--- src/rtl/booth_divider_pkg.sv ---
// Shared definitions for the sequential signed divider: FSM encoding,
// default operand width and the special-case result constants.
package booth_divider_pkg;

  localparam int WIDTH_DEF = 16;

  typedef enum logic [2:0] {
    ST_IDLE   = 3'd0,
    ST_LOAD_A = 3'd1,
    ST_LOAD_B = 3'd2,
    ST_CALC   = 3'd3,
    ST_FIX    = 3'd4
  } state_t;

  // Quotient returned for a zero divisor, and the most-negative operand.
  localparam logic [WIDTH_DEF-1:0] DIV0_QUOT = '1;
  localparam logic [WIDTH_DEF-1:0] MOST_NEG  = {1'b1, {(WIDTH_DEF-1){1'b0}}};

endpackage

--- src/rtl/booth_divider_ctrl.sv ---
// Control path of the divider: operation sequencing FSM, iteration counter,
// datapath strobes and the registered busy/done outputs.
module booth_divider_ctrl
  import booth_divider_pkg::*;
#(
  parameter int WIDTH = WIDTH_DEF
) (
  input  logic clk,
  input  logic rst,
  input  logic start,
  input  logic divisor_zero,
  output logic load_a,
  output logic load_b,
  output logic shift_sub,
  output logic fix,
  output logic busy,
  output logic done
);

  localparam int CW = $clog2(WIDTH + 1);

  state_t        state;
  logic [CW-1:0] count;

  // Sequence IDLE -> LOAD_A -> LOAD_B -> CALC x WIDTH -> FIX -> IDLE.
  // NOTE: sequential state uses non-blocking assignments so every register
  // samples the pre-edge values of its neighbours.
  always_ff @(posedge clk) begin
    if (rst) begin
      state <= ST_IDLE;
      count <= '0;
      busy  <= 1'b0;
      done  <= 1'b0;
    end else begin
      done <= 1'b0;
      case (state)
        ST_IDLE: begin
          if (start) begin
            state <= ST_LOAD_A;
            busy  <= 1'b1;
          end
        end
        ST_LOAD_A: state <= ST_LOAD_B;
        ST_LOAD_B: begin
          if (divisor_zero) begin
            state <= ST_FIX;
          end else begin
            count <= CW'(WIDTH);
            state <= ST_CALC;
          end
        end
        ST_CALC: begin
          count <= count - 1'b1;
          if (count == CW'(1)) state <= ST_FIX;
        end
        ST_FIX: begin
          state <= ST_IDLE;
          busy  <= 1'b0;
          done  <= 1'b1;
        end
        default: begin
          state <= ST_IDLE;
          busy  <= 1'b0;
        end
      endcase
    end
  end

  assign load_a    = (state == ST_LOAD_A);
  assign load_b    = (state == ST_LOAD_B);
  assign shift_sub = (state == ST_CALC);
  assign fix       = (state == ST_FIX);

endmodule

--- src/rtl/booth_divider.sv ---
// Sequential signed divider, radix-2 restoring, truncating toward zero.
// Operands arrive serially on data_in; result is {remainder, quotient}.
module booth_divider
  import booth_divider_pkg::*;
#(
  parameter int WIDTH = WIDTH_DEF
) (
  input  logic               clk,
  input  logic               rst,
  input  logic               start,
  input  logic [WIDTH-1:0]   data_in,
  output logic [2*WIDTH-1:0] result,
  output logic               done,
  output logic               busy,
  output logic               div_zero,
  output logic               ovf
);

  localparam logic [WIDTH-1:0] QUOT_DIV0   = {WIDTH{DIV0_QUOT[0]}};
  localparam logic [WIDTH-1:0] MOST_NEG_W  = {MOST_NEG[WIDTH_DEF-1], {(WIDTH-1){1'b0}}};

  logic load_a, load_b, shift_sub, fix;

  logic [WIDTH-1:0] dividend;
  logic             sign_b;
  logic [WIDTH:0]   mag_b;
  logic [WIDTH-1:0] rem;
  logic [WIDTH-1:0] quo;

  logic             sign_a;
  logic [WIDTH-1:0] mag_a;
  logic [WIDTH:0]   mag_in;
  logic [WIDTH:0]   rem_sh;
  logic             fits;
  logic [WIDTH-1:0] rem_next;
  logic [WIDTH-1:0] quo_signed;
  logic [WIDTH-1:0] rem_signed;

  booth_divider_ctrl #(.WIDTH(WIDTH)) u_ctrl (
    .clk          (clk),
    .rst          (rst),
    .start        (start),
    .divisor_zero (data_in == '0),
    .load_a       (load_a),
    .load_b       (load_b),
    .shift_sub    (shift_sub),
    .fix          (fix),
    .busy         (busy),
    .done         (done)
  );

  // Operand magnitudes, one restoring step, and the final sign fix-up.
  // NOTE: every signal gets a value on every path, so no latch is inferred.
  always_comb begin
    sign_a     = dividend[WIDTH-1];
    mag_a      = sign_a ? (~dividend + 1'b1) : dividend;
    mag_in     = data_in[WIDTH-1] ? (~{1'b1, data_in} + 1'b1) : {1'b0, data_in};
    rem_sh     = {rem, quo[WIDTH-1]};
    fits       = (rem_sh >= mag_b);
    rem_next   = WIDTH'(fits ? (rem_sh - mag_b) : rem_sh);
    quo_signed = (sign_a ^ sign_b) ? (~quo + 1'b1) : quo;
    rem_signed = sign_a ? (~rem + 1'b1) : rem;
  end

  // Datapath working registers; only meaningful between LOAD_A and FIX.
  // NOTE: these carry no reset because each operation fully reloads them
  // before use; only the architecturally visible outputs are reset.
  always_ff @(posedge clk) begin
    if (load_a) dividend <= data_in;
    if (load_b) begin
      sign_b <= data_in[WIDTH-1];
      mag_b  <= mag_in;
      rem    <= '0;
      quo    <= mag_a;
    end else if (shift_sub) begin
      rem <= rem_next;
      quo <= {quo[WIDTH-2:0], fits};
    end
  end

  // Visible outputs: flags refreshed at LOAD_B, result written at FIX.
  always_ff @(posedge clk) begin
    if (rst) begin
      result   <= '0;
      div_zero <= 1'b0;
      ovf      <= 1'b0;
    end else begin
      if (load_b) begin
        div_zero <= (data_in == '0);
        ovf      <= (dividend == MOST_NEG_W) && (data_in == '1);
      end
      if (fix) begin
        result <= div_zero ? {dividend, QUOT_DIV0} : {rem_signed, quo_signed};
      end
    end
  end

endmodule

--- config.mk ---
export PLATFORM = sky130hd
export DESIGN_NAME = booth_divider
export DESIGN_NICKNAME = d
export VERILOG_FILES = /design/src/rtl/booth_divider_pkg.sv /design/src/rtl/booth_divider_ctrl.sv /design/src/rtl/booth_divider.sv
export SDC_FILE = /design/constraint.sdc
export NUM_CORES = 1
export LEC_CHECK = 0
export BUFFER_PORTS_ARGS = -buffer_cell sky130_fd_sc_hd__buf_2
export CORE_MARGIN = 2
export CORE_UTILIZATION = 45
export CTS_CLUSTER_DIAMETER = 80
export CTS_CLUSTER_SIZE = 20
export DETAILED_ROUTE_END_ITERATION = 7
export SYNTH_ARGS = -nofsm -noshare
export SYNTH_HDL_FRONTEND = slang
export SYNTH_SLANG_ARGS = --single-unit
--- constraint.sdc ---
create_clock -name clk -period 2.7 [get_ports clk]
set_clock_uncertainty 0.1 [all_clocks]
set_input_delay 0.135 -clock clk [delete_from_list [all_inputs] [get_ports clk]]
set_output_delay 0.135 -clock clk [all_outputs]
set_load 0.02 [all_outputs]
==> flow_metrics.py <==
metrics = {
    "run_status": {
        "outcome": "completed",
    },
    "worst_setup_path": {
        "path_max_fanout": 10,
        "r2r-end": "rem[4]",
        "slowest_delay_ns": 0.39,
        "end_kind": "register",
        "critPathKind": "register to register",
        "worst_setup_path_start_kind": "register",
        "arrival_ns": 2.65,
        "crit_chain": "inv_1 -> ha_1 -> nor2b_1 -> o2111a_1 -> o21ai_1 -> a2111oi_4 -> buf_4 -> or2_4 -> a221o_1",
        "r2r_cells": 9,
        "worst_ep_required_time_ns": 2.85,
        "critPathSlowestCell": "edfxtp_1",
        "rr_startpoint": "mag_b[1]",
        "r2r_slack_ns": 0.20,
    },
    "sta": {
        "min_period_ns": 2.50,
        "setup_tns_ns": 0,
        "fmax_ghz": 0.400,
        "min_period_over_period": 0.926,
        "hold_viol_final": 0,
        "setup_slack_ns": 0.201,
        "rsz0062_at_grt": "false",
        "hold_ws_ns": 0.108,
        "setup_viol": 0,
        "slew_headroom": 0.439,
        "slew_viol_final": 0,
        "tightest_slew_ns": 0.838,
    },
    "cts": {
        "clk_path_buf_depth": 2,
        "cts_buffers": 9,
        "htreeDepth": 3,
        "root_buffer": "clkbuf_16",
        "clkTransAtPathRegs_ns": 0.07,
        "cts_tree": "yes",
        "clk_latency_ns": 0.35,
        "cts.sink_count": 110,
    },
    "layout": {
        "area_growth_pct": 16.6,
        "final_nets": 861,
        "drive_gt1_frac": 0.141,
        "diodes": 0,
        "utilization": 0.540,
        "fillers": 1317,
    },
    "power_and_ir_drop": {
        "p_per_area_nw_per_um2": 628,
        "peakVddDrop_mv": 0.335,
        "power_leakage_nw": 3.01,
    },
    "logic_synthesis": {
        "async_flop_share": 0,
        "synth-warning-count": 0,
        "synth_area_sq_um": 6470,
        "synth_edf_count": 50,
        "synth_ff_type": "dfxtp_1",
        "synth_area_leaders": "edfxtp_1 (23%), dfxtp_1 (19%), nand2_1 (7.0%), xor2_1 (4.9%), ha_1 (4.6%)",
        "synth_top_area_share": 0.232,
        "synthCells": 739,
        "synth_nets": 783,
        "ys_types": 71,
        "syn-mean-instance-area_sq_um": 8.76,
        "yosys.area.top_type": "edfxtp_1",
        "synth-seq-cells": 110,
        "synth_seq_area_share": 0.418,
    },
    "job": {
        "maxCapViolCount": 0,
    },
    "hold_path": {
        "min_path_cells": 1,
        "hold_path_end": "sign_b",
        "hp-start": "data_in[15]",
        "hp-class": "input pin to register",
    },
    "route": {
        "ant_nets": 0,
        "viasPerCell": 5.69,
        "finalWirelength_mm": 18.0,
        "drc": 0,
        "wl_per_cell_um": 18.0,
        "drt_iter0_drc": 490,
        "vias": 5706,
        "first_pass_iters": 5,
    },
    "place": {
        "dpl_worst_slack_ns": 0.121,
        "io_buffers": 54,
        "dpl.hpwl_mm": 13.6,
        "gp_congestion": 0.898,
    },
    "global_route": {
        "grt_pass1_wl_mm": 28.1,
        "antenna_found_initial": 0,
        "grt_usage": 0.243,
        "grt_pass1_vias": 5294,
        "grt_overflow": 0,
        "grt_max_degree": 35,
    },
    "die": {
        "die-area_sq_um": 15400,
        "start_util": 0.463,
        "chipWidth_um": 124,
        "num_rows": 43,
        "die_h_um": 124,
        "core_sq_um": 14000,
        "ios": 55,
    },
}
flip-flops by register name, indices dropped and copies added (netlist names):
signal        count
mag_b            17
sign_b            1
ovf               1
dividend         16
div_zero          1
quo              16
u_ctrl.done       1
u_ctrl.busy       1
rem              16
u_ctrl.count      5
result           32
u_ctrl.state      3
cell type report:
| cell class | count | area [sq um] | share of cell area |
|---|---|---|---|
| Multi-Input combinational cell | 559 | 3510 | 0.465 |
| Sequential cell | 110 | 2700 | 0.358 |
| Timing Repair Buffer | 102 | 671 | 0.0888 |
| Clock buffer | 15 | 300 | 0.0398 |
| Tap cell | 180 | 225 | 0.0298 |
| Inverter | 35 | 131 | 0.0174 |
| Clock inverter | 1 | 8.76 | 0.00116 |
where the power goes:
group	switching, W	internal (W)	leakage [nW]	total [W]
clock network	0.000615	0.000770	0.151	0.00139
logic	0.000781	0.000485	1.91	0.00127
registers	0.000149	0.00194	0.947	0.00209
total	0.00155	0.00320	3.01	0.00474
timing repair:
item                       in CTS  in global routing
resized for setup               0                  2
buffers inserted                0                  2
hold buffers                   16                  0
setup endpoints to repair       0                 16
hold endpoints to repair       18                  0
worst max-delay path, delay by kind of cell (launching register included):
kind	cells	cell delay, ns
buf+inv	2	0.23
compound gates	4	0.88
flops	1	0.39
fa+ha+maj	1	0.32
simple gates	2	0.46
layout by cell type (no fill, tap or decap), types with 5 or more instances in the layout:
cell type,netlist,routed
nand2b_1,11,11
edfxtp_1,50,50
o31ai_1,16,16
buf_2,5,54
o41ai_1,12,12
dlygate4sd3_1,0,16
nand2_1,121,121
xnor2_1,29,29
ha_1,24,24
o21ai_0,52,52
clkbuf_16,0,11
nor4_1,8,8
a21oi_1,47,47
nor2_1,41,41
o211ai_1,10,10
o31a_1,7,7
nor3_1,27,27
buf_4,0,32
dfxtp_1,60,60
and2_1,5,5
nand3_1,9,9
xor2_1,36,36
or3_1,7,7
o21ai_1,12,12
inv_1,34,34
nand4_1,6,6
how the worst max path moves through the flow:
stage / cells past startpoint / startpoint / slack (ns) / end
after floorplan: 9 / u_ctrl.state[2] / 0.26 / u_ctrl.count[2]
after global placement: 7 / rem[9] / 0.16 / rem[4]
after detailed placement: 7 / rem[5] / 0.12 / rem[0]
after CTS: 7 / rem[5] / 0.08 / rem[0]
after global routing: 9 / mag_b[1] / 0.04 / rem[5]
final: 9 / mag_b[1] / 0.20 / rem[4]
logic make-up after synthesis:
group | synth area share
simple gates | 0.186
compound gates | 0.211
flops | 0.418
buf+inv | 0.0416
xor+xnor | 0.0880
fa+ha+maj | 0.0495
mux | 0.00638
other cells | 0.000579
synthesized netlist by cell type (5+ instances only):
master    count
a21oi_1      47
and2_1        5
buf_2         5
clkbuf_1     27
dfxtp_1      60
edfxtp_1     50
ha_1         24
inv_1        34
nand2_1     121
nand2b_1     11
nand3_1       9
nand4_1       6
nor2_1       41
nor3_1       27
nor4_1        8
o211ai_1     10
o21ai_0      52
o21ai_1      12
o31a_1        7
o31ai_1      16
o41ai_1      12
or3_1         7
xnor2_1      29
xor2_1       36
metal layers:
layer  wire (um)  up-vias  GRT usage
met5           0        -          0
met4         453        0     0.0857
met3         895       25     0.0403
met2        8180      161      0.395
met1        8480     2691      0.328
li1            -     2829          -
through the flow:
step | instance area, sq um | power (W) | instances
floorplan | 6470 | 0.00297 | 739
global placement | 7060 | 0.00335 | 968
detailed placement | 7060 | 0.00336 | 968
CTS | 7520 | 0.00475 | 1000
global route | 7550 | 0.00499 | 1002
finish | 7550 | 0.00474 | 1002
Note: power is estimated with default switching activity, not from simulation.
